$ cat src/rtl/mc_ctrl.sv
// mc_ctrl: multi-cycle main controller for the MIPS-lite CPU.
// Sequences FETCH/DECODE/EXE/MEM/WB and decodes every datapath control
// line from the current state, the IR fields and the ALU zero flag.
// Also keeps a retired-instruction counter and a sticky illegal flag.
module mc_ctrl (
    input  logic        clk,
    input  logic        reset,
    input  logic [5:0]  op,
    input  logic [5:0]  funct,
    input  logic        zero,
    output logic        PCWr,
    output logic        IRWr,
    output logic        RegWr,
    output logic        MemWr,
    output logic [1:0]  EOp,
    output logic [2:0]  ALUOp,
    output logic        ALUSrcB,
    output logic [1:0]  RegDst,
    output logic [1:0]  MemtoReg,
    output logic [1:0]  NPCOp,
    output logic [2:0]  state,
    output logic [31:0] instr_cnt,
    output logic        illegal
);

    typedef enum logic [2:0] {
        FETCH  = 3'd0,
        DECODE = 3'd1,
        EXE    = 3'd2,
        MEM    = 3'd3,
        WB     = 3'd4
    } state_t;

    typedef enum logic [3:0] {
        I_ADDU, I_SUBU, I_JR, I_NOP, I_ORI, I_LW,
        I_SW, I_BEQ, I_LUI, I_J, I_JAL, I_ILLEGAL
    } instr_t;

    state_t      state_q, state_d;
    logic [31:0] instr_cnt_q, instr_cnt_d;
    logic        illegal_q, illegal_d;

    instr_t      instr;
    logic [1:0]  exe_eop;
    logic [2:0]  exe_aluop;
    logic        exe_srcb;
    logic        retire;

    // Classify the instruction held in the IR.
    always_comb begin
        instr = I_ILLEGAL;
        unique case (op)
            6'b000000: begin
                unique case (funct)
                    6'b100001: instr = I_ADDU;
                    6'b100011: instr = I_SUBU;
                    6'b001000: instr = I_JR;
                    6'b000000: instr = I_NOP;
                    default:   instr = I_ILLEGAL;
                endcase
            end
            6'b001101: instr = I_ORI;
            6'b100011: instr = I_LW;
            6'b101011: instr = I_SW;
            6'b000100: instr = I_BEQ;
            6'b001111: instr = I_LUI;
            6'b000010: instr = I_J;
            6'b000011: instr = I_JAL;
            default:   instr = I_ILLEGAL;
        endcase
    end

    // Extender/ALU settings chosen in EXE and held through MEM and WB so the
    // ALU result stays stable while it is consumed.
    always_comb begin
        // NOTE: every signal written in always_comb gets a default first;
        // a path that leaves one unassigned would infer a latch.
        exe_eop   = 2'b00;
        exe_aluop = 3'b000;
        exe_srcb  = 1'b0;
        unique case (instr)
            I_SUBU: exe_aluop = 3'b001;
            I_ORI:  begin exe_aluop = 3'b010; exe_srcb = 1'b1; exe_eop = 2'b01; end
            I_LUI:  begin exe_aluop = 3'b011; exe_srcb = 1'b1; exe_eop = 2'b10; end
            I_LW,
            I_SW:   exe_srcb = 1'b1;
            I_BEQ:  begin exe_aluop = 3'b001; exe_eop = 2'b11; end
            default: ;
        endcase
    end

    // Next-state and control-output decode.
    always_comb begin
        state_d  = FETCH;
        PCWr     = 1'b0;
        IRWr     = 1'b0;
        RegWr    = 1'b0;
        MemWr    = 1'b0;
        EOp      = 2'b00;
        ALUOp    = 3'b000;
        ALUSrcB  = 1'b0;
        RegDst   = 2'b00;
        MemtoReg = 2'b00;
        NPCOp    = 2'b00;

        unique case (state_q)
            FETCH: begin
                IRWr    = 1'b1;
                PCWr    = 1'b1;
                state_d = DECODE;
            end
            DECODE: begin
                unique case (instr)
                    I_J: begin
                        PCWr  = 1'b1;
                        NPCOp = 2'b10;
                    end
                    I_JAL: begin
                        // PC already holds PC+4, which is the link value.
                        PCWr     = 1'b1;
                        NPCOp    = 2'b10;
                        RegWr    = 1'b1;
                        RegDst   = 2'b10;
                        MemtoReg = 2'b10;
                    end
                    I_JR: begin
                        PCWr  = 1'b1;
                        NPCOp = 2'b11;
                    end
                    I_NOP, I_ILLEGAL: state_d = FETCH;
                    default:          state_d = EXE;
                endcase
            end
            EXE: begin
                EOp     = exe_eop;
                ALUOp   = exe_aluop;
                ALUSrcB = exe_srcb;
                unique case (instr)
                    I_BEQ: begin
                        NPCOp   = 2'b01;
                        PCWr    = zero;
                        state_d = FETCH;
                    end
                    I_LW, I_SW:                    state_d = MEM;
                    I_ADDU, I_SUBU, I_ORI, I_LUI:  state_d = WB;
                    default:                       state_d = FETCH;
                endcase
            end
            MEM: begin
                EOp     = exe_eop;
                ALUOp   = exe_aluop;
                ALUSrcB = exe_srcb;
                if (instr == I_SW) begin
                    MemWr   = 1'b1;
                    state_d = FETCH;
                end else if (instr == I_LW) begin
                    state_d = WB;
                end else begin
                    state_d = FETCH;
                end
            end
            WB: begin
                EOp      = exe_eop;
                ALUOp    = exe_aluop;
                ALUSrcB  = exe_srcb;
                RegWr    = 1'b1;
                RegDst   = (instr == I_ADDU || instr == I_SUBU) ? 2'b01 : 2'b00;
                MemtoReg = (instr == I_LW) ? 2'b01 : 2'b00;
                state_d  = FETCH;
            end
            default: state_d = FETCH;
        endcase

        // Reset aborts the current instruction: nothing may be written and
        // the remaining controls sit at their FETCH defaults.
        if (reset) begin
            PCWr     = 1'b0;
            IRWr     = 1'b0;
            RegWr    = 1'b0;
            MemWr    = 1'b0;
            EOp      = 2'b00;
            ALUOp    = 3'b000;
            ALUSrcB  = 1'b0;
            RegDst   = 2'b00;
            MemtoReg = 2'b00;
            NPCOp    = 2'b00;
        end
    end

    // Retire count and sticky illegal flag.
    always_comb begin
        retire = (state_d == FETCH) &&
                 (state_q == DECODE || state_q == EXE ||
                  state_q == MEM    || state_q == WB) &&
                 !(state_q == DECODE && instr == I_ILLEGAL);
        instr_cnt_d = instr_cnt_q + 32'(retire);
        illegal_d   = illegal_q | (state_q == DECODE && instr == I_ILLEGAL);
    end

    // State, counter and flag registers with synchronous reset.
    always_ff @(posedge clk) begin
        // NOTE: sequential state uses non-blocking assignments so every flop
        // samples pre-edge values regardless of statement order.
        if (reset) begin
            state_q     <= FETCH;
            instr_cnt_q <= '0;
            illegal_q   <= 1'b0;
        end else begin
            state_q     <= state_d;
            instr_cnt_q <= instr_cnt_d;
            illegal_q   <= illegal_d;
        end
    end

    assign state     = state_q;
    assign instr_cnt = instr_cnt_q;
    assign illegal   = illegal_q;

endmodule

$ cat config.mk
export PLATFORM = sky130hd
export DESIGN_NAME = mc_ctrl
export DESIGN_NICKNAME = d
export VERILOG_FILES = /design/src/rtl/mc_ctrl.sv
export SDC_FILE = /design/constraint.sdc
export NUM_CORES = 1
export LEC_CHECK = 0
export CAP_MARGIN = 20
export CORE_ASPECT_RATIO = 0.8
export CORE_MARGIN = 2
export CORE_UTILIZATION = 51
export CTS_CLUSTER_SIZE = 24
export DETAILED_ROUTE_END_ITERATION = 10
export PLACE_DENSITY_LB_ADDON = 0.05
export SYNTH_ARGS = -nofsm -noshare
export SYNTH_HDL_FRONTEND = slang
export SYNTH_SLANG_ARGS = --single-unit
$ cat constraint.sdc
create_clock -name clk -period 5.4 [get_ports clk]
set_input_delay 1.08 -clock clk [delete_from_list [all_inputs] [get_ports clk]]
set_output_delay 1.08 -clock clk [all_outputs]
set_load 0.02 [all_outputs]
After elaboration in Yosys (flattened, before gate mapping)
Index checks and enable logic that the tools add are counted.
- $add $sub $neg: 1
- equal/unequal tests: 25
- multiplexer cells: 39
- bitwise logic cells: 1
- reductions and logical operators: 21
- operator list (kind ; number):
    $add A32 B1 Y32 ; 1
    $pmux W4 S8 ; 1
    $eq A6 B6 Y1 const B ; 4
    $eq A6 B4 Y1 const B ; 3
    $eq A4 B3 Y1 const B ; 4
    $eq A4 B4 Y1 const B ; 4
    $mux W1 ; 16
    $pmux W2 S2 ; 4
    $pmux W4 S4 ; 1
    $mux W2 ; 7
    $eq A6 B2 Y1 const B ; 2
    $logic_not A6 Y1 ; 2
    $mux W3 ; 4
    $pmux W2 S3 ; 2
    $pmux W3 S4 ; 1
    $eq A4 B2 Y1 const B ; 2
    $reduce_or A4 Y1 ; 2
    $eq A3 B2 Y1 const B ; 2
    $eq A6 B3 Y1 const B ; 1
    $logic_not A3 Y1 ; 2
    $pmux W3 S2 ; 1
    $reduce_or A2 Y1 ; 3
    $reduce_or A3 Y1 ; 2
    $reduce_or A5 Y1 ; 1
    10 further kinds ; 15
- register bits: 36
- bits of input ports: 15
- output and inout port bits: 52
- word-level logic and storage cells: 90

Logic depth before layout (Yosys ltp)
Gate-level depths: netlist (run 1).
- depth in word-level cells: 11
- depth in mapped cells: 13
- mapped depth without buffers: 12

Worst setup path after synthesis (run 1)
OpenSTA, ideal clock, no wires.
- path kind: input to output
- from: in op[3]
- to: out RegDst[1]
- data arrival time: 2.904 ns
- data required time: 4.320 ns
- path slack: 1.416 ns
- stages on the path: 7
- cell sequence: buf_4 nand3_1 or3b_2 a21oi_1 o211ai_1 nor3_1 buf_4
- cells in the longest elaborated chain, start to end: 6
- elaborated cells on any way between the ends: 13
- classes of those cells: 8 x eq/ne; 4 x mux; 1 x reduce/logical
- RTL lines (item ; RTL line ; RTL):
    from (decl) ; 8 ; input logic [5:0] op,
    $eq A6 B2 Y1 (tied with other cells) ; 52 ; unique case (op)
    $pmux W4 S8 * ; 52 ;
    $eq A4 B4 Y1 * ; 113 ; unique case (instr)
    $mux W2 * ; 113 ;
    $pmux W2 S2 * ; 106 ; unique case (state_q)
    $mux W2 * ; 176 ; if (reset) begin
    to (decl) ; 18 ; output logic [1:0] RegDst,
Mark *: on every way between the ends. The rest lies on a longest branch, timed or not.

Final worst setup path (run 1)
Same ends and word-level chain as after synthesis.

==> metrics.json, run 1 <==
{
  "place": {
    "placedCellCount": 394,
    "dp.final_hpwl_um": 4440,
    "portBuffers": 65,
    "gpl.final_weighted_congestion": 1.02
  },
  "detailed_routing": {
    "remaining_routing_drc_violations": 0,
    "drt-total-wl_um": 5940,
    "post_route_antenna_net_violation_count": 0,
    "via_total_after_detailed_routing": 2306,
    "avgViaCountPerCell": 5.75,
    "routed_wire_length_per_instance_um": 14.8,
    "drt-pass1-iter-count": 5,
    "drt_iter0_markers": 283
  },
  "global_routing": {
    "gr_busiest_metal": "met1",
    "groute.layer.met2.usage_pct": 34.4,
    "grt_overflow": 0,
    "largest_net_degree_at_the_start_of_global_routing": 34,
    "use_met1_pct": 37.3,
    "grt_first_pass_wirelength_um": 9830,
    "grt_pass1_vias": 2026,
    "grt_use_met3_pct": 5.51,
    "grtUsageTotal_pct": 24.4,
    "antenna_found_initial": 0
  },
  "timing": {
    "timing.setup.tns_ps": 0,
    "layout_min_cycle_time_ps": 5030,
    "setup_viol_count_final": 0,
    "final.setup_skew_ps": 6.09,
    "max_slew_headroom_pct": 55.7,
    "tightest_slew_ps": 663,
    "drv_slew": 0,
    "finalHoldViolCount": 0,
    "rsz0062_at_grt": "no",
    "fmaxAchievable_mhz": 199,
    "final.period_utilization_pct": 93.2
  },
  "worst_setup_path": {
    "timing.critical_path.slowest_cell_delay_ps": 740,
    "setup.worst_path.start_class": "primary input",
    "worstPathRequired_ps": 4320,
    "timing_worst_setup_path_type": "primary input to output pin",
    "cpMostUsedCell": "sky130_fd_sc_hd__clkdlybuf4s50_1",
    "worst-path-max-fanout": 12,
    "cp-end-kind": "output pin",
    "crit_slowest_cell": "sky130_fd_sc_hd__clkdlybuf4s50_1",
    "path_cells": "clkdlybuf4s50_1 > nand3_1 > or3b_2 > a21oi_1 > o211ai_1 > nor3_1 > clkdlybuf4s50_1",
    "cp.arrival_ps": 3950
  },
  "cells_and_area": {
    "nFillCells": 355,
    "final_layout_size_suffix_gt1_share_pct": 10.2,
    "finalCoreUtilization_pct": 71.7,
    "layout.cells.non_filler": 401,
    "syn_to_final_growth_pct": 33.3,
    "antennaDiodeCount": 0,
    "nets_final": 361
  },
  "synth": {
    "synth.distinct_cells": 57,
    "synth_enable_flop_cells": 0,
    "seq_area_frac_synth_pct": 31.7,
    "synth_area_in_xor_xnor_pct": 10.0,
    "async_flop_share_pct": 0,
    "synth_cells": 283,
    "post_synth.cell_area_avg_sq_um": 8.04,
    "synth.top_cell.area_share_pct": 31.7,
    "synth_top_cell_by_area": "sky130_fd_sc_hd__dfxtp_1",
    "yosys_register_bits": 36,
    "mappedNetlistNets": 300,
    "synth-compound-area-share_pct": 13.3,
    "dominant_combinational_cell_family_by_area_after_synthesis": "simple AND/OR/NAND/NOR gates",
    "area_fraction_in_and_or_nand_and_nor_cells_after_synthesis_pct": 38.5,
    "synth.top_cells.by_area": "sky130_fd_sc_hd__dfxtp_1, sky130_fd_sc_hd__nor2_1, sky130_fd_sc_hd__xnor2_1",
    "synth_ff_type": "sky130_fd_sc_hd__dfxtp_1",
    "yosysWarningCount": 0,
    "synth_fa_ha_area_share_pct": 1.10,
    "synthMuxAreaShare_pct": 0.440,
    "synth.cell_area_sq_um": 2280
  },
  "hold_path": {
    "hold_class": "flip-flop to flip-flop"
  },
  "flow_run": {
    "maxCapViolCount": 0
  },
  "cts": {
    "worst_skew_pair.late_latency_ps": 290,
    "post_cts.resized_instances": 0,
    "numClockSinks": 36,
    "clk_transition_reported_paths_ps": 60,
    "cts-buffers-inserted": 5,
    "cts_htree_levels": 2,
    "cts_tree": "done",
    "clk_path_buf_depth": 2,
    "post_cts_hold_buffer_count": 0,
    "clock-root-buffer": "sky130_fd_sc_hd__clkbuf_8",
    "post_cts_setup_buffer_count": 0
  },
  "floorplanning": {
    "floorplan.die_area_sq_um": 5020,
    "die_h_um": 63.8,
    "placeableCoreArea_sq_um": 4230,
    "num_rows": 21,
    "dieWidth_um": 78.7,
    "initial_utilization_pct": 53.8,
    "ioPinCount": 67
  },
  "pwr": {
    "vdd.ir_drop.worst_mv": 0.164,
    "power.density_cell_area_nw_per_um2": 182,
    "power.total_uw": 552,
    "power_leakage_nw": 1.02
  },
  "outcome": {
    "outcome": "complete, no violations"
  }
}
-- area by class of cell --
class,count,area [sq um],area share (%)
well taps,57,71.3,2.35
inverters,7,26.3,0.866
flip-flops and latches,36,721,23.8
multi-input cells,226,1450,47.6
clock buffers,7,96.3,3.18
repair buffers,68,673,22.2
-- critical path, delay by kind of cell --
| family | cells | cell delay [ps] |
|---|---|---|
| AOI/OAI and AO/OA | 2 | 440 |
| buffers and inverters | 2 | 1410 |
| and+or+nand+nor | 3 | 1020 |
-- flip-flops by register name (all words and copies together) (netlist names) --
register / flops
instr_cnt: 32
illegal: 1
state: 3
-- logic make-up (layout without fill, tap and decap cells) --
| kind of cell | after synthesis | count (layout) |
|---|---|---|
| other cells | 1 | 1 |
| compound gates | 45 | 45 |
| simple gates | 151 | 151 |
| buf+inv | 21 | 82 |
| flops | 36 | 36 |
| fa+ha+maj | 2 | 2 |
| mux | 1 | 1 |
| xor+xnor | 26 | 26 |
-- cells in the mapped netlist, drive strengths merged, types with 5 or more instances --
| master | instances |
|---|---|
| inv | 7 |
| a21oi | 11 |
| nand3 | 18 |
| nor2 | 37 |
| or2 | 5 |
| clkbuf | 5 |
| xor2 | 12 |
| nand2 | 21 |
| xnor2 | 14 |
| dfxtp | 36 |
| o21ai | 10 |
| nand4 | 5 |
| buf | 9 |
| or3 | 10 |
| or3b | 5 |
| nor4 | 13 |
| nor3 | 11 |
-- final timing paths --
| kind | start | endpoint | slack, ps | cells past startpoint |
|---|---|---|---|---|
| worst min register to register | instr_cnt[8] | instr_cnt[8] | 510 | 2 |
| worst max-delay path | op[3] | RegDst[1] | 370 | 7 |
| worst max register to register | state[1] | instr_cnt[24] | 2020 | 12 |
| worst min-delay path | instr_cnt[8] | instr_cnt[8] | 510 | 2 |
-- layout by cell type (no fill, tap or decap), types with 10 or more instances in the layout --
master                            synthesis  routed
sky130_fd_sc_hd__nor2_1                  37      37
sky130_fd_sc_hd__nand3_1                 17      17
sky130_fd_sc_hd__clkdlybuf4s50_1          0      65
sky130_fd_sc_hd__xnor2_1                 14      14
sky130_fd_sc_hd__dfxtp_1                 36      36
sky130_fd_sc_hd__nor3_1                  11      11
sky130_fd_sc_hd__a21oi_1                 11      11
sky130_fd_sc_hd__o21ai_0                 10      10
sky130_fd_sc_hd__nand2_1                 21      21
sky130_fd_sc_hd__xor2_1                  12      12
-- metal layers --
layer | wire (um) | vias to the layer above
li1 | - | 1141
met5 | 0 | -
met2 | 2490 | 107
met1 | 2930 | 1051
met4 | 54 | 0
met3 | 470 | 7
-- metrics by stage --
step	hold slack (ps)	cell area [sq um]	setup WS [ps]
after global routing	550	3030	233
after CTS	523	3030	428
after floorplan	570	2280	1420
final	513	3030	366
after global placement	498	2940	227
after detailed placement	498	2940	303
-- power breakdown --
group | switching [mW] | total (mW) | internal (mW)
clock network | 0.0924 | 0.206 | 0.114
logic | 0.0396 | 0.0733 | 0.0336
registers | 0.00447 | 0.273 | 0.269
total | 0.136 | 0.552 | 0.416
(Power assumes the default switching activity.)
==> run 2: changes to the inputs <==
--- a/config.mk
+++ b/config.mk
@@ -5,6 +5,7 @@
 export SDC_FILE = /design/constraint.sdc
 export NUM_CORES = 1
 export LEC_CHECK = 0
+export ABC_AREA = 1
 export CAP_MARGIN = 20
 export CORE_ASPECT_RATIO = 0.8
 export CORE_MARGIN = 2
==> run 2 against run 1 <==
  * Power is 5.0% higher
  * Design area up 6.4%
  * Highest routed layer unchanged
  * Global-route usage up 1.4 points
  * Clock power rose by 16%
  * Worst setup slack better by 450 ps
  * Die area is 5.7% higher
  * Critical endpoint is now ALUOp[0]
  * Synthesized area grew 6.0%
  * Final cell count grew 27%
  * Sequential power about the same
  * Synthesized cell count up 35%
  * Non-clock buffer count fell by 2
  * Critical path depth up 4
==> metrics.json, run 2 <==
{
  "outcome": {
    "outcome": {"value": "complete, no violations", "change": "unchanged"}
  },
  "worst_setup_path": {
    "crit_slowest_cell": {"value": "sky130_fd_sc_hd__clkdlybuf4s50_1", "change": "unchanged"},
    "r2r_end": {"value": "instr_cnt[28]", "change": "was instr_cnt[24]"},
    "count_of_cell_instances_traversed_by_the_critical_path": {"value": 11, "change": "was 7"},
    "cp-end-kind": {"value": "output pin", "change": "unchanged"},
    "cp-startpoint": {"value": "op[3]", "change": "unchanged"},
    "rrSetupSlack": {"value": 2510, "unit": "ps", "change": "was 2020 ps"},
    "worst-path-max-fanout": {"value": 5, "change": "was 12"},
    "path_cells": {"value": "clkdlybuf4s50_1 > nor2_1 > inv_1 > nor3_1 > nor2_1 > nand2_1 > nor2_2 > nor3_1 > nor2_1 > nor2_1 > clkdlybuf4s50_1", "change": "was clkdlybuf4s50_1 > nand3_1 > or3b_2 > a21oi_1 > o211ai_1 > nor3_1 > clkdlybuf4s50_1"},
    "timing_worst_setup_path_type": {"value": "primary input to output pin", "change": "unchanged"},
    "cp.arrival": {"value": 3500, "unit": "ps", "change": "was 3950 ps"},
    "critical-path-top-delay-family": {"value": "simple AND/OR/NAND/NOR gates", "change": "was buffers and inverters"},
    "worstPathRequired": {"value": 4320, "unit": "ps", "change": "about the same"},
    "timing.reg2reg.worst_path_depth": {"value": 19, "change": "was 12"},
    "cpMostUsedCell": {"value": "sky130_fd_sc_hd__nor2_1", "change": "was sky130_fd_sc_hd__clkdlybuf4s50_1"},
    "critical_path.reg2reg.startpoint": {"value": "state[2]", "change": "was state[1]"},
    "setup.worst_path.start_class": {"value": "primary input", "change": "unchanged"},
    "setup.worst_path.end": {"value": "ALUOp[0]", "change": "was RegDst[1]"},
    "worstPathBufferInverterCount": {"value": 3, "change": "was 2"},
    "timing.critical_path.slowest_cell_delay": {"value": 620, "unit": "ps", "change": "was 740 ps"}
  },
  "pwr": {
    "power.total": {"value": 580, "unit": "uW", "change": "was 552 uW"},
    "power_leakage": {"value": 1.29, "unit": "nW", "change": "was 1.02 nW"},
    "power.density_cell_area": {"value": 180, "unit": "nW/um^2", "change": "was 182 nW/um^2"},
    "vdd.ir_drop.worst": {"value": 0.181, "unit": "mV", "change": "was 0.164 mV"}
  },
  "flow_run": {
    "maxCapViolCount": {"value": 0, "change": "unchanged"}
  },
  "cells_and_area": {
    "layout.cells.non_filler": {"value": 510, "change": "was 401"},
    "final_cell_mix": {"value": "sky130_fd_sc_hd__nand2_1, sky130_fd_sc_hd__clkdlybuf4s50_1, sky130_fd_sc_hd__nor2_1", "change": "was sky130_fd_sc_hd__clkdlybuf4s50_1, sky130_fd_sc_hd__nor2_1, sky130_fd_sc_hd__dfxtp_1"},
    "antennaDiodeCount": {"value": 0, "change": "unchanged"},
    "final_common_cell": {"value": "sky130_fd_sc_hd__nand2_1", "change": "was sky130_fd_sc_hd__clkdlybuf4s50_1"},
    "largest_reg_flops": {"value": 32, "change": "unchanged"},
    "fin_area": {"value": 3230, "unit": "sq um", "change": "was 3030 sq um"},
    "syn_to_final_growth": {"value": 33.7, "unit": "%", "change": "was 33.3%"},
    "final_layout_size_suffix_gt1_share": {"value": 9.78, "unit": "%", "change": "was 10.2%"},
    "nets_final": {"value": 466, "change": "was 361"}
  },
  "detailed_routing": {
    "via_total_after_detailed_routing": {"value": 2661, "change": "was 2306"},
    "drt_iter0_markers": {"value": 223, "change": "was 283"},
    "post_route_antenna_net_violation_count": {"value": 0, "change": "unchanged"},
    "avgViaCountPerCell": {"value": 5.22, "change": "was 5.75"},
    "remaining_routing_drc_violations": {"value": 0, "change": "unchanged"},
    "drt-pass1-iter-count": {"value": 5, "change": "unchanged"},
    "drt-total-wl": {"value": 6270, "unit": "um", "change": "was 5940 um"},
    "routed_wire_length_per_instance": {"value": 12.3, "unit": "um", "change": "was 14.8 um"}
  },
  "synth": {
    "yosys-top-cells-count": {"value": "sky130_fd_sc_hd__nand2_1, sky130_fd_sc_hd__nor2_1, sky130_fd_sc_hd__inv_1, sky130_fd_sc_hd__dfxtp_1, sky130_fd_sc_hd__nand3_1", "change": "was sky130_fd_sc_hd__nor2_1, sky130_fd_sc_hd__dfxtp_1, sky130_fd_sc_hd__nand2_1, sky130_fd_sc_hd__nand3_1, sky130_fd_sc_hd__xnor2_1"},
    "post_synth.cell_area_avg": {"value": 6.32, "unit": "sq um", "change": "was 8.04 sq um"},
    "mappedNetlistNets": {"value": 399, "change": "was 300"},
    "synth.cell_area": {"value": 2410, "unit": "sq um", "change": "was 2280 sq um"},
    "synth.distinct_cells": {"value": 38, "change": "was 57"},
    "seq_area_frac_synth": {"value": 29.9, "unit": "%", "change": "was 31.7%"},
    "synth.top_cell.area_share": {"value": 29.9, "unit": "%", "change": "was 31.7%"},
    "yosysWarningCount": {"value": 0, "change": "unchanged"},
    "synth_enable_flop_cells": {"value": 0, "change": "unchanged"},
    "synth.top_cells.by_area": {"value": "sky130_fd_sc_hd__dfxtp_1, sky130_fd_sc_hd__nand2_1, sky130_fd_sc_hd__nor2_1", "change": "was sky130_fd_sc_hd__dfxtp_1, sky130_fd_sc_hd__nor2_1, sky130_fd_sc_hd__xnor2_1"},
    "async_flop_share": {"value": 0, "unit": "%", "change": "unchanged"},
    "yosys_register_bits": {"value": 36, "change": "unchanged"},
    "synth_cells": {"value": 382, "change": "was 283"},
    "synth_top_cell_by_area": {"value": "sky130_fd_sc_hd__dfxtp_1", "change": "unchanged"},
    "synth_most_common_cell": {"value": "sky130_fd_sc_hd__nand2_1", "change": "was sky130_fd_sc_hd__nor2_1"},
    "synth_ff_type": {"value": "sky130_fd_sc_hd__dfxtp_1", "change": "unchanged"}
  },
  "hold_path": {
    "hp-start": {"value": "illegal", "change": "was instr_cnt[8]"},
    "hold_class": {"value": "flip-flop to flip-flop", "change": "unchanged"}
  },
  "timing": {
    "setup_viol_count_final": {"value": 0, "change": "unchanged"},
    "timing.setup.tns": {"value": 0, "unit": "ps", "change": "unchanged"},
    "final.setup_skew": {"value": 6.41, "unit": "ps", "change": "was 6.09 ps"},
    "fmaxAchievable": {"value": 218, "unit": "MHz", "change": "was 199 MHz"},
    "drv_slew": {"value": 0, "change": "unchanged"},
    "layout_min_cycle_time": {"value": 4580, "unit": "ps", "change": "was 5030 ps"},
    "rsz0062_at_grt": {"value": "no", "change": "unchanged"},
    "final.period_utilization": {"value": 84.8, "unit": "%", "change": "was 93.2%"},
    "finalHoldViolCount": {"value": 0, "change": "unchanged"}
  },
  "global_routing": {
    "largest_net_degree_at_the_start_of_global_routing": {"value": 31, "change": "was 34"},
    "grt_first_pass_wirelength": {"value": 10800, "unit": "um", "change": "was 9830 um"},
    "grtUsageTotal": {"value": 25.8, "unit": "%", "change": "was 24.4%"},
    "grt_pass1_vias": {"value": 2479, "change": "was 2026"},
    "grt_overflow": {"value": 0, "change": "unchanged"},
    "antenna_found_initial": {"value": 0, "change": "unchanged"}
  },
  "floorplanning": {
    "floorplan.die_area": {"value": 5300, "unit": "sq um", "change": "was 5020 sq um"},
    "placeableCoreArea": {"value": 4570, "unit": "sq um", "change": "was 4230 sq um"},
    "ioPinCount": {"value": 67, "change": "unchanged"},
    "num_rows": {"value": 22, "change": "was 21"},
    "die_h": {"value": 65.5, "unit": "um", "change": "was 63.8 um"},
    "initial_utilization": {"value": 52.8, "unit": "%", "change": "was 53.8%"},
    "dieWidth": {"value": 80.9, "unit": "um", "change": "was 78.7 um"}
  },
  "cts": {
    "post_cts.resized_instances": {"value": 0, "change": "unchanged"},
    "numClockSinks": {"value": 36, "change": "unchanged"},
    "post_cts_setup_buffer_count": {"value": 0, "change": "unchanged"},
    "clock-root-buffer": {"value": "sky130_fd_sc_hd__clkbuf_8", "change": "unchanged"},
    "post_cts_hold_buffer_count": {"value": 0, "change": "unchanged"},
    "clk_path_buf_depth": {"value": 2, "change": "unchanged"},
    "clk_transition_reported_paths": {"value": 80, "unit": "ps", "change": "was 60 ps"},
    "cts-buffers-inserted": {"value": 5, "change": "unchanged"},
    "worst_skew_pair.late_latency": {"value": 290, "unit": "ps", "change": "about the same"},
    "cts_tree": {"value": "done", "change": "unchanged"},
    "cts_htree_levels": {"value": 2, "change": "unchanged"}
  },
  "place": {
    "gpl.final_weighted_congestion": {"value": 0.993, "change": "was 1.02"},
    "dp.final_hpwl": {"value": 4880, "unit": "um", "change": "was 4440 um"},
    "place_area": {"value": 3120, "unit": "sq um", "change": "was 2940 sq um"},
    "placedCellCount": {"value": 502, "change": "was 394"},
    "portBuffers": {"value": 65, "change": "unchanged"}
  }
}
==> run 2: area by class of cell <==
class	instances	area [sq um]
multi-input cells	280	1440
inverters	60	225
flip-flops and latches	36	721
repair buffers	66	658
well taps	60	75.1
fillers	425	1340
clock buffers	5	68.8
clock inverters	3	42.5
==> run 2: report_power, final <==
group,internal (mW),switching [mW]
Combinational,0.0299,0.0409
Sequential,0.269,0.00258
Clock,0.137,0.101
Total,0.435,0.145
==> run 2: worst min-delay path by stage <==
stage / to / slack [ps] / depth (start not counted)
after global routing: illegal / 480 / 2
after global placement: illegal / 440 / 2
after detailed placement: illegal / 440 / 2
final: illegal / 460 / 2
after floorplan: illegal / 530 / 2
after CTS: illegal / 450 / 2
==> run 2: metal layers <==
| layer | routed length, um | track usage [%] | vias to the layer above |
|---|---|---|---|
| met5 | 0 | 0 | - |
| met4 | 116 | 9.32 | 0 |
| met3 | 496 | 6.18 | 16 |
| met2 | 2580 | 38.4 | 98 |
| met1 | 3080 | 36.2 | 1193 |
| li1 | - | - | 1354 |
==> run 2: logic make-up after synthesis <==
kind of cell	Yosys count	synth area share, %
AO/OA/AOI/OAI	42	9.64
XOR/XNOR	4	1.45
adder cells (fa/ha/maj)	2	1.04
buffers and inverters	66	10.6
flip-flops	36	29.9
other	1	0.155
AND/OR/NAND/NOR	231	47.3
==> run 2: worst register-to-register path, stage by stage (launching register included) <==
cell                       delay (ps)
sky130_fd_sc_hd__dfxtp_1          380
sky130_fd_sc_hd__inv_1            120
sky130_fd_sc_hd__nand2_1           90
sky130_fd_sc_hd__nor2_1            80
sky130_fd_sc_hd__a21oi_1          220
sky130_fd_sc_hd__o211ai_1         120
sky130_fd_sc_hd__nor2_1           140
sky130_fd_sc_hd__ha_1             200
sky130_fd_sc_hd__ha_1             210
sky130_fd_sc_hd__nand3_2          120
sky130_fd_sc_hd__nor2_2           140
sky130_fd_sc_hd__nand2_4          100
sky130_fd_sc_hd__nor3_4           160
sky130_fd_sc_hd__nand2_1           90
sky130_fd_sc_hd__nor2_2           170
sky130_fd_sc_hd__nand3_2          170
sky130_fd_sc_hd__nor2_1           120
sky130_fd_sc_hd__nand2_1           60
sky130_fd_sc_hd__nand2_1           50
sky130_fd_sc_hd__nor2_1            50
==> run 2: metrics by stage <==
step	utilization, %	setup slack [ps]	hold slack, ps
2_1_floorplan	-	1680	526
3_3_place_gp	68.2	945	441
3_5_place_dp	68.2	846	443
4_1_cts	70.6	849	455
5_1_grt	70.6	600	485
6_report	70.6	820	455
==> run 3: changes to the inputs <==
--- a/config.mk
+++ b/config.mk
@@ -9,7 +9,7 @@
 export CAP_MARGIN = 20
 export CORE_ASPECT_RATIO = 0.8
 export CORE_MARGIN = 2
-export CORE_UTILIZATION = 51
+export CORE_UTILIZATION = 44
 export CTS_CLUSTER_SIZE = 24
 export DETAILED_ROUTE_END_ITERATION = 10
 export PLACE_DENSITY_LB_ADDON = 0.05
==> constraint.sdc (replaced) <==
create_clock -name clk -period 3.7 [get_ports clk]
set_input_delay 0.74 -clock clk [delete_from_list [all_inputs] [get_ports clk]]
set_output_delay 0.74 -clock clk [all_outputs]
set_load 0.02 [all_outputs]
==> run 3 against run 2 <==
  * Sequential power rose by 46%
  * Non-clock buffer count rose by 38
  * Via count up 5.0%
  * Final cell count rose by 8.4%
  * Core utilization shrank 3.6 points
  * Global-route usage shrank 2.6 points
  * Critical endpoint is now instr_cnt[23]
  * Highest routed layer unchanged
==> metrics.json, run 3 (synthesis results as in run 2) <==
{
  "outcome": {
    "outcome": {"value": "complete, no violations", "change": "unchanged"}
  },
  "timing": {
    "layout_min_cycle_time_ps": 3520,
    "final.period_utilization_pct": 95.2,
    "finalHoldViolCount": {"value": 0, "change": "unchanged"},
    "drv_slew": {"value": 0, "change": "unchanged"},
    "setup_viol_count_final": {"value": 0, "change": "unchanged"},
    "fmaxAchievable_mhz": 284,
    "hold_ws": {"value": 456, "unit": "ps", "change": "was 455 ps"},
    "final.setup_skew": {"value": 10.5, "unit": "ps", "change": "was 6.41 ps"}
  },
  "detailed_routing": {
    "avgViaCountPerCell": {"value": 5.05, "change": "was 5.22"},
    "remaining_routing_drc_violations": {"value": 0, "change": "unchanged"},
    "drt-pass1-iter-count": {"value": 4, "change": "was 5"},
    "top_layer": {"value": "met4", "change": "unchanged"},
    "drt_iter0_markers": {"value": 216, "change": "was 223"},
    "post_route_antenna_net_violation_count": {"value": 0, "change": "unchanged"},
    "routed_wire_length_per_instance": {"value": 12.7, "unit": "um", "change": "was 12.3 um"},
    "met3_wl": {"value": 376, "unit": "um", "change": "was 496 um"},
    "routed_metal_1_wire_length": {"value": 3590, "unit": "um", "change": "was 3080 um"},
    "detailroute.wirelength.met2": {"value": 3020, "unit": "um", "change": "was 2580 um"},
    "drt-total-wl": {"value": 7040, "unit": "um", "change": "was 6270 um"},
    "via_total_after_detailed_routing": {"value": 2793, "change": "was 2661"}
  },
  "pwr": {
    "power.share.clock": {"value": 40.2, "unit": "%", "change": "was 41.0%"},
    "p_comb_share": {"value": 14.0, "unit": "%", "change": "was 12.2%"},
    "vdd.ir_drop.worst": {"value": 0.174, "unit": "mV", "change": "was 0.181 mV"},
    "power_leakage": {"value": 1.56, "unit": "nW", "change": "was 1.29 nW"},
    "internal_power": {"value": 648, "unit": "uW", "change": "was 435 uW"},
    "netSwitchingFraction": {"value": 25.2, "unit": "%", "change": "was 25.0%"},
    "power.density_cell_area": {"value": 240, "unit": "nW/um^2", "change": "was 180 nW/um^2"},
    "power.sequential.fraction": {"value": 45.8, "unit": "%", "change": "was 46.8%"},
    "power.switching": {"value": 218, "unit": "uW", "change": "was 145 uW"}
  },
  "cells_and_area": {
    "finalCoreUtilization": {"value": 67.1, "unit": "%", "change": "was 70.6%"},
    "nets_final": {"value": 504, "change": "was 466"},
    "largest_reg_flops": {"value": 32, "change": "unchanged"},
    "syn_to_final_growth": {"value": 49.4, "unit": "%", "change": "was 33.7%"},
    "antennaDiodeCount": {"value": 0, "change": "unchanged"},
    "nFillCells": {"value": 480, "change": "was 425"},
    "final_cell_mix": {"value": "sky130_fd_sc_hd__nand2_1, sky130_fd_sc_hd__inv_1, sky130_fd_sc_hd__nor2_1", "change": "was sky130_fd_sc_hd__nand2_1, sky130_fd_sc_hd__clkdlybuf4s50_1, sky130_fd_sc_hd__nor2_1"},
    "final_common_cell": {"value": "sky130_fd_sc_hd__nand2_1", "change": "unchanged"},
    "final_layout_size_suffix_gt1_share": {"value": 19.3, "unit": "%", "change": "was 9.78%"}
  },
  "worst_setup_path": {
    "worstPathBufferInverterCount": {"value": 3, "change": "unchanged"},
    "worst-path-max-fanout": {"value": 3, "change": "was 5"},
    "timing_worst_setup_path_type": {"value": "primary input to flip-flop", "change": "was primary input to output pin"},
    "critical-path-top-delay-family": {"value": "simple AND/OR/NAND/NOR gates", "change": "unchanged"},
    "cp.arrival": {"value": 3720, "unit": "ps", "change": "was 3500 ps"},
    "rrSetupSlack": {"value": 970, "unit": "ps", "change": "was 2510 ps"},
    "timing.reg2reg.worst_path_depth": {"value": 18, "change": "was 19"},
    "count_of_cell_instances_traversed_by_the_critical_path": {"value": 21, "change": "was 11"},
    "cpMostUsedCell": {"value": "sky130_fd_sc_hd__nor2_2", "change": "was sky130_fd_sc_hd__nor2_1"},
    "critical_path.reg2reg.startpoint": {"value": "state[2]", "change": "unchanged"},
    "crit_slowest_cell": {"value": "sky130_fd_sc_hd__clkdlybuf4s50_1", "change": "unchanged"},
    "r2r_end": {"value": "instr_cnt[23]", "change": "was instr_cnt[28]"},
    "cp-end-kind": {"value": "flip-flop", "change": "was output pin"},
    "setup.worst_path.start_class": {"value": "primary input", "change": "unchanged"},
    "worstPathRequired": {"value": 3900, "unit": "ps", "change": "was 4320 ps"},
    "path_cells": {"value": "clkdlybuf4s50_1 > nand3_1 > nor2_2 > nor2_2 > a21boi_1 > nand2_2 > nand4_1 > o211ai_1 > nor2_2 > ha_2 > buf_4 > nand3_2 > nor3_2 > nand3_2 > nor2_4 > buf_12 > nand2_4 > nor2_2 > nand3_1 > o21ai_0 > nor2_1", "change": "was clkdlybuf4s50_1 > nor2_1 > inv_1 > nor3_1 > nor2_1 > nand2_1 > nor2_2 > nor3_1 > nor2_1 > nor2_1 > clkdlybuf4s50_1"},
    "timing.critical_path.slowest_cell_delay": {"value": 500, "unit": "ps", "change": "was 620 ps"}
  },
  "cts": {
    "numClockSinks": {"value": 36, "change": "unchanged"},
    "clk_path_buf_depth": {"value": 2, "change": "unchanged"},
    "clock-root-buffer": {"value": "sky130_fd_sc_hd__clkbuf_8", "change": "unchanged"},
    "cts-buffers-inserted": {"value": 5, "change": "unchanged"},
    "cts_htree_levels": {"value": 2, "change": "unchanged"},
    "clk_transition_reported_paths": {"value": 80, "unit": "ps", "change": "about the same"},
    "cts_tree": {"value": "done", "change": "unchanged"},
    "worst_skew_pair.late_latency": {"value": 300, "unit": "ps", "change": "was 290 ps"}
  },
  "floorplanning": {
    "initial_utilization": {"value": 44.9, "unit": "%", "change": "was 52.8%"},
    "num_rows": {"value": 24, "change": "was 22"},
    "ioPinCount": {"value": 67, "change": "unchanged"},
    "floorplan.die_area": {"value": 6100, "unit": "sq um", "change": "was 5300 sq um"},
    "placeableCoreArea": {"value": 5380, "unit": "sq um", "change": "was 4570 sq um"},
    "dieWidth": {"value": 86.8, "unit": "um", "change": "was 80.9 um"},
    "die_h": {"value": 70.2, "unit": "um", "change": "was 65.5 um"}
  },
  "hold_path": {
    "timing.hold.worst_path_depth": {"value": 2, "change": "unchanged"},
    "hp-start": {"value": "illegal", "change": "unchanged"},
    "holdPathEnd": {"value": "illegal", "change": "unchanged"},
    "hold_class": {"value": "flip-flop to flip-flop", "change": "unchanged"}
  },
  "global_routing": {
    "grt_pass1_vias": {"value": 2562, "change": "was 2479"},
    "antenna_found_initial": {"value": 0, "change": "unchanged"},
    "grt_first_pass_wirelength": {"value": 11500, "unit": "um", "change": "was 10800 um"},
    "largest_net_degree_at_the_start_of_global_routing": {"value": 22, "change": "was 31"},
    "grt_overflow": {"value": 0, "change": "unchanged"},
    "grtUsageTotal": {"value": 23.2, "unit": "%", "change": "was 25.8%"}
  },
  "place": {
    "portBuffers": {"value": 65, "change": "unchanged"},
    "gpl.final_weighted_congestion": {"value": 0.939, "change": "was 0.993"},
    "dp.final_hpwl": {"value": 5320, "unit": "um", "change": "was 4880 um"}
  },
  "flow_run": {
    "maxCapViolCount": {"value": 0, "change": "unchanged"}
  }
}
## run 3: cell count changes in the layout (fill, tap and decap cells not counted), moves of 5 or more
cell,before,now
sky130_fd_sc_hd__nor2_1,63,54
sky130_fd_sc_hd__dlygate4sd2_1,0,5
sky130_fd_sc_hd__nor2_2,5,11
sky130_fd_sc_hd__dlymetal6s2s_1,0,7
sky130_fd_sc_hd__buf_4,1,38
sky130_fd_sc_hd__clkdlybuf4s50_1,65,53
## run 3: worst max path at each step
stage	startpoint	to	slack, ps
floorplan	op[3]	instr_cnt[22]	450
global placement	op[2]	instr_cnt[22]	-180
detailed placement	op[2]	instr_cnt[22]	-320
CTS	op[2]	NPCOp[1]	-50
global route	funct[4]	instr_cnt[23]	-8
finish	funct[5]	instr_cnt[23]	180
## run 3: through the flow
stage / worst slack [ps] / TNS, ps / std cells / total power [mW] / cell area (sq um)
floorplan: 454 / 0 / 382 / 0.463 / 2410
global placement: -179 / -2330 / 542 / 0.521 / 3390
detailed placement: -321 / -5500 / 542 / 0.522 / 3390
CTS: -47.7 / -101 / 550 / 0.864 / 3490
global route: -7.63 / -13.6 / 553 / 0.895 / 3600
finish: 177 / 0 / 553 / 0.866 / 3600
## run 3: metal layers
| metal | track usage (%) | up-vias |
|---|---|---|
| met5 | 0 | - |
| met4 | 5.73 | 0 |
| met3 | 3.66 | 7 |
| met2 | 33.2 | 96 |
| met1 | 35.8 | 1260 |
| li1 | - | 1430 |
## run 3: layout make-up
class	instances	area (sq um)	area share [%]
multi-input cells	280	1500	41.7
repair buffers	104	967	26.8
flip-flops and latches	36	721	20.0
inverters	60	225	6.25
well taps	65	81.3	2.26
clock buffers	6	72.6	2.01
clock inverters	2	35.0	0.972
## run 3: timing repair
item / in CTS / in global routing
pin swaps: 0 / 6
gates resized for setup: 6 / 26
hold buffers: 0 / 0
gates cloned: 0 / 0
buffers inserted: 0 / 3
endpoints found under the setup margin: 8 / 31
## run 3: worst min-delay path, cell delays in order (launching register included)
cell and delay (ps):
sky130_fd_sc_hd__dfxtp_1 310, sky130_fd_sc_hd__inv_1 50, sky130_fd_sc_hd__a21oi_1 50
## run 3: power groups by stage
stage	Clock [mW]	Sequential, mW	Combinational (mW)
CTS	0.350	0.396	0.118
floorplan	0	0.411	0.0525
finish	0.348	0.397	0.121
global placement	0	0.405	0.116
detailed placement	0	0.405	0.117
global route	0.364	0.397	0.134
==> RTL edit 1: new RTL, config.mk and constraints of run 2 <==
Add an input register stage for `op`, `funct` and `zero`, without a reset; this delays them by one clock.
--- a/src/rtl/mc_ctrl.sv
+++ b/src/rtl/mc_ctrl.sv
@@ -38,2 +38,12 @@
 
+    logic [5:0] op_q;
+    logic [5:0] funct_q;
+    logic zero_q;
+
+    always_ff @(posedge clk) begin
+        op_q    <= op;
+        funct_q <= funct;
+        zero_q  <= zero;
+    end
+
     state_t      state_q, state_d;
@@ -51,5 +61,5 @@
         instr = I_ILLEGAL;
-        unique case (op)
+        unique case (op_q)
             6'b000000: begin
-                unique case (funct)
+                unique case (funct_q)
                     6'b100001: instr = I_ADDU;
@@ -140,3 +150,3 @@
                         NPCOp   = 2'b01;
-                        PCWr    = zero;
+                        PCWr    = zero_q;
                         state_d = FETCH;
Check against the original RTL: not equivalent (Yosys sat finds a counterexample within 4 cycles, from zero or initial values and one cycle with reset high).
==> RTL edit 1 against run 2 <==
Setup slack better by 0.52 ns. Wire length is 2.7% lower. Total power is 17% higher. Non-clock buffer count is 1 higher. Sequential cell count is 13 higher. Synthesized area is 7.2% higher. Cell area is 5.3% higher. Sequential power is 39% higher. Worst hold slack better by 0.0032 ns. Critical path type unchanged. Largest power group unchanged.
==> RTL edit 1: results (changes against run 2) <==
outcome=finished clean; syn_nets=397 (-0.50%); Max VDD drop=152 µV (-16%); FF-to-FF End=instr_cnt[18]$_SDFF_PP0_; DRT iter0 DRCs=181 (-19%); CP Launch Point=reset; Setup WS pre-CTS=1.36 ns (+0.515 ns); global-route wire length before repair=10400 µm (-3.3%); CTS clk-pin slew, worst paths=0.08 ns (about the same); post-synthesis sequential area ratio=0.379 (+0.0805); Worst Path Max Fanout=6 (+1); largest net degree at the start of global routing=24 (-23%); Worst Hold Class=reg2reg; Distinct cells, synth=38 (unchanged); ant diodes=0 (unchanged); number of global-route vias before repair=2292 (-7.5%); hold slack=0.458 ns (+0.00318 ns); Arr. time, crit path=2.98 ns (-0.52 ns); top post-synthesis cells by area=dfxtp_1, nand2_1, inv_1; post-cts sizing count=0 (unchanged); met3 routed WL=457 µm (-7.9%); Post-synth top cells=nand2_1, inv_1, dfxtp_1; fraction of the mapped netlist area in adder cells=0.00967 (-0.000697); delay-heaviest family, CP=buffers and inverters; met3 Usage GRT=0.0440 (-0.0178); Final nets=465 (-0.21%); placed cells=503 (+0.20%); layout cell share with drive strength beyond 1=0.0891 (-0.00869); M1 GR Usage=0.343 (-0.0194); Static Leak=1.32 nW (+2.4%); non-filler cells, final=511 (+0.20%); met2 GRT Util=0.344 (-0.0403); final wirelength=6100 µm (-2.7%); met1 wire length=3150 µm (+2.1%); DP Area=3300 µm² (+5.9%); Via Count=2640 (-0.79%); Hold Path Origin=illegal$_SDFF_PP0_; cell count after synthesis=380 (-0.52%); GRT Total Usage=0.231 (-0.0277); R2R Path Start=op_q[4]$_DFF_P_; Synth Area in Compound Gates=0.103 (+0.00609); gpl congestion=0.946 (-4.7%); WL met2=2410 µm (-6.4%); HPWL Detailed=4860 µm (-0.49%); R2R Setup Slk=2.15 ns (-0.36 ns); switching pwr=0.171 mW (+18%); Post-Route Skew=0.00770 ns (+0.00128 ns); Synth Area in XOR/XNOR=0.0135 (-0.000976); Reg2Reg Depth=24 (+5)
[RTL edit 1: area by class of cell]
type                    instances  area [µm²]
clock buffers                   6        82.6
clock inverters                 2        16.3
fillers                       444        1550
inverters                      60         225
multi-input cells             265        1350
flip-flops and latches         49         981
well taps                      62        77.6
repair buffers                 67         666
[RTL edit 1: worst max-delay path by stage]
stage / end / slack [ns] / cells after the start
2_1_floorplan: ALUSrcB / 2.04 / 6
3_3_place_gp: ALUSrcB / 1.37 / 7
3_5_place_dp: ALUSrcB / 1.36 / 7
4_1_cts: ALUSrcB / 1.36 / 7
5_1_grt: ALUSrcB / 1.19 / 7
6_report: ALUSrcB / 1.34 / 7
[RTL edit 1: power groups by stage]
stage               clock network [mW]  logic, mW  registers [mW]
floorplan                            0     0.0363           0.388
global placement                     0     0.0668           0.385
detailed placement                   0     0.0687           0.385
CTS                              0.237     0.0686           0.377
global route                     0.250     0.0756           0.378
finish                           0.231     0.0690           0.377
==> RTL edit 2: new RTL, flow settings as in run 2 <==
Without the edit above. Put a register stage on the output `MemtoReg`, cleared by the reset. The value now appears one clock later. The other outputs are not delayed to match.
--- a/src/rtl/mc_ctrl.sv
+++ b/src/rtl/mc_ctrl.sv
@@ -38,2 +38,4 @@
 
+    logic [1:0] MemtoReg_d;
+
     state_t      state_q, state_d;
@@ -102,3 +104,3 @@
         RegDst   = 2'b00;
-        MemtoReg = 2'b00;
+        MemtoReg_d = 2'b00;
         NPCOp    = 2'b00;
@@ -123,3 +125,3 @@
                         RegDst   = 2'b10;
-                        MemtoReg = 2'b10;
+                        MemtoReg_d = 2'b10;
                     end
@@ -167,3 +169,3 @@
                 RegDst   = (instr == I_ADDU || instr == I_SUBU) ? 2'b01 : 2'b00;
-                MemtoReg = (instr == I_LW) ? 2'b01 : 2'b00;
+                MemtoReg_d = (instr == I_LW) ? 2'b01 : 2'b00;
                 state_d  = FETCH;
@@ -184,3 +186,3 @@
             RegDst   = 2'b00;
-            MemtoReg = 2'b00;
+            MemtoReg_d = 2'b00;
             NPCOp    = 2'b00;
@@ -218,2 +220,10 @@
 
+    always_ff @(posedge clk) begin
+        if (reset) begin
+            MemtoReg <= '0;
+        end else begin
+            MemtoReg <= MemtoReg_d;
+        end
+    end
+
 endmodule
Formal check against the unedited RTL: not equivalent (a bounded check fails within 4 cycles, from zero or initial values and one cycle with reset high).
==> RTL edit 2 against run 2 <==
Worst hold slack improved by 0.030 ns. Total power increased by 2.7%. Synthesized area increased by 0.47%. Cell area increased by 0.46%. First-iteration DRC count increased by 12%. Non-clock buffer count unchanged. Wire length increased by 5.5%. Setup slack improved by 0.14 ns. Final cell count increased by 2.0%. Register-to-register slack got worse by 0.26 ns. Die area increased by 0.44%. Sequential cell count increased by 2. Utilization increased by 0.33 points. Critical endpoint unchanged. Highest routed layer unchanged.
==> RTL edit 2: results (changes against run 2) <==
outcome=finished clean; flip-flop and latch area=761 µm² (+5.6%); ant diodes=0 (unchanged); Final nets=476 (+2.1%); critical path endpoint=ALUOp[0]; number of fill cells=423 (-0.47%); placed cells=512 (+2.0%); HPWL Detailed=5130 µm (+5.1%); DP Area=3130 µm² (+0.56%); number of global-route vias before repair=2331 (-6.0%); top post-synthesis cells by area=dfxtp_1, nand2_1, nor2_1; final wirelength=6620 µm (+5.5%); R2R Path Start=state[0]$_SDFF_PP0_; Distinct cells, synth=34 (-11%); Reg2Reg Depth=18 (-1); global-route wire length before repair=10800 µm (-0.25%); DRC=0 (unchanged); gpl congestion=0.944 (-5.0%); Arr. time, crit path=3.36 ns (-0.14 ns); setup ws final=0.955 ns (+0.135 ns); layout cell share with drive strength beyond 1=0.0826 (-0.0152); cts bufs inserted=5 (unchanged); Max VDD drop=117 µV (-36%); Clock Latency Late Sink=~0.3 ns; Setup WS pre-CTS=0.944 ns (+0.0985 ns); largest net degree at the start of global routing=25 (-19%); post-synthesis sequential area ratio=0.314 (+0.0151); GRT Total Usage=0.263 (+0.00435); Synth Area per Inst=6.20 µm² (-1.8%); syn_nets=408 (+2.3%); FF-to-FF End=instr_cnt[22]$_SDFF_PP0_; R2R Setup Slk=2.25 ns (-0.26 ns); Static Leak=1.30 nW (+1.1%); DRT iter0 DRCs=249 (+12%); crit-path max cell delay=approximately 0.6 ns; per-cell routed wire length=12.7 µm (+3.5%); Post-synth top cells=nand2_1, nor2_1, inv_1; CP Launch Point=op[0]; Post-Route Skew=0.00553 ns (-0.000880 ns); core area=4570 µm² (unchanged); Via Count=2731 (+2.6%); remaining global-route overflow=0 (unchanged); initial antenna violation count=0 (unchanged)
## RTL edit 2: cell types whose count changed in the layout (fill, tap and decap cells not counted), moves of 3 or more
cell     delta
nand2_2     -3
nand2_1    +12
nor3_1      -9
nor4_1      +3
nor2_1      +8
a21oi_1     +5
## RTL edit 2: power breakdown
group | internal (mW) | switching (mW) | leakage [nW] | total [mW]
clock | 0.136 | 0.107 | 0.0579 | 0.243
sequential | 0.282 | 0.00238 | 0.307 | 0.285
combinational | 0.0282 | 0.0397 | 0.938 | 0.0678
## RTL edit 2: worst min-delay path by stage
stage / endpoint / slack, ns / cells past startpoint
final: illegal$_SDFF_PP0_ / 0.49 / 2
after global routing: illegal$_SDFF_PP0_ / 0.50 / 2
after global placement: illegal$_SDFF_PP0_ / 0.46 / 2
after floorplan: illegal$_SDFF_PP0_ / 0.53 / 2
after detailed placement: illegal$_SDFF_PP0_ / 0.47 / 2
after CTS: illegal$_SDFF_PP0_ / 0.49 / 2
## RTL edit 2: area by class of cell
type	instances	area share
Clock inverter	3	0.0123
Tap cell	60	0.0231
Inverter	64	0.0741
Sequential cell	38	0.235
Clock buffer	5	0.0212
Timing Repair Buffer	66	0.203
Multi-Input combinational cell	284	0.432
## RTL edit 2: logic make-up (layout without fill, tap and decap cells)
kind of cell | after synthesis | count (layout) | share of synthesized area
simple gates | 235 | 235 | 0.467
buf+inv | 69 | 138 | 0.109
compound gates | 45 | 45 | 0.0944
flops | 38 | 38 | 0.314
fa+ha+maj | 2 | 2 | 0.0103
other cells | 1 | 1 | 0.00155
xor+xnor | 1 | 1 | 0.00361
## RTL edit 2: per-layer routing
metal  global-route usage  wire, µm
met1                0.384      3180
met2                0.383      2770
met3               0.0701       612
met4               0.0593        58
met5                    0         0
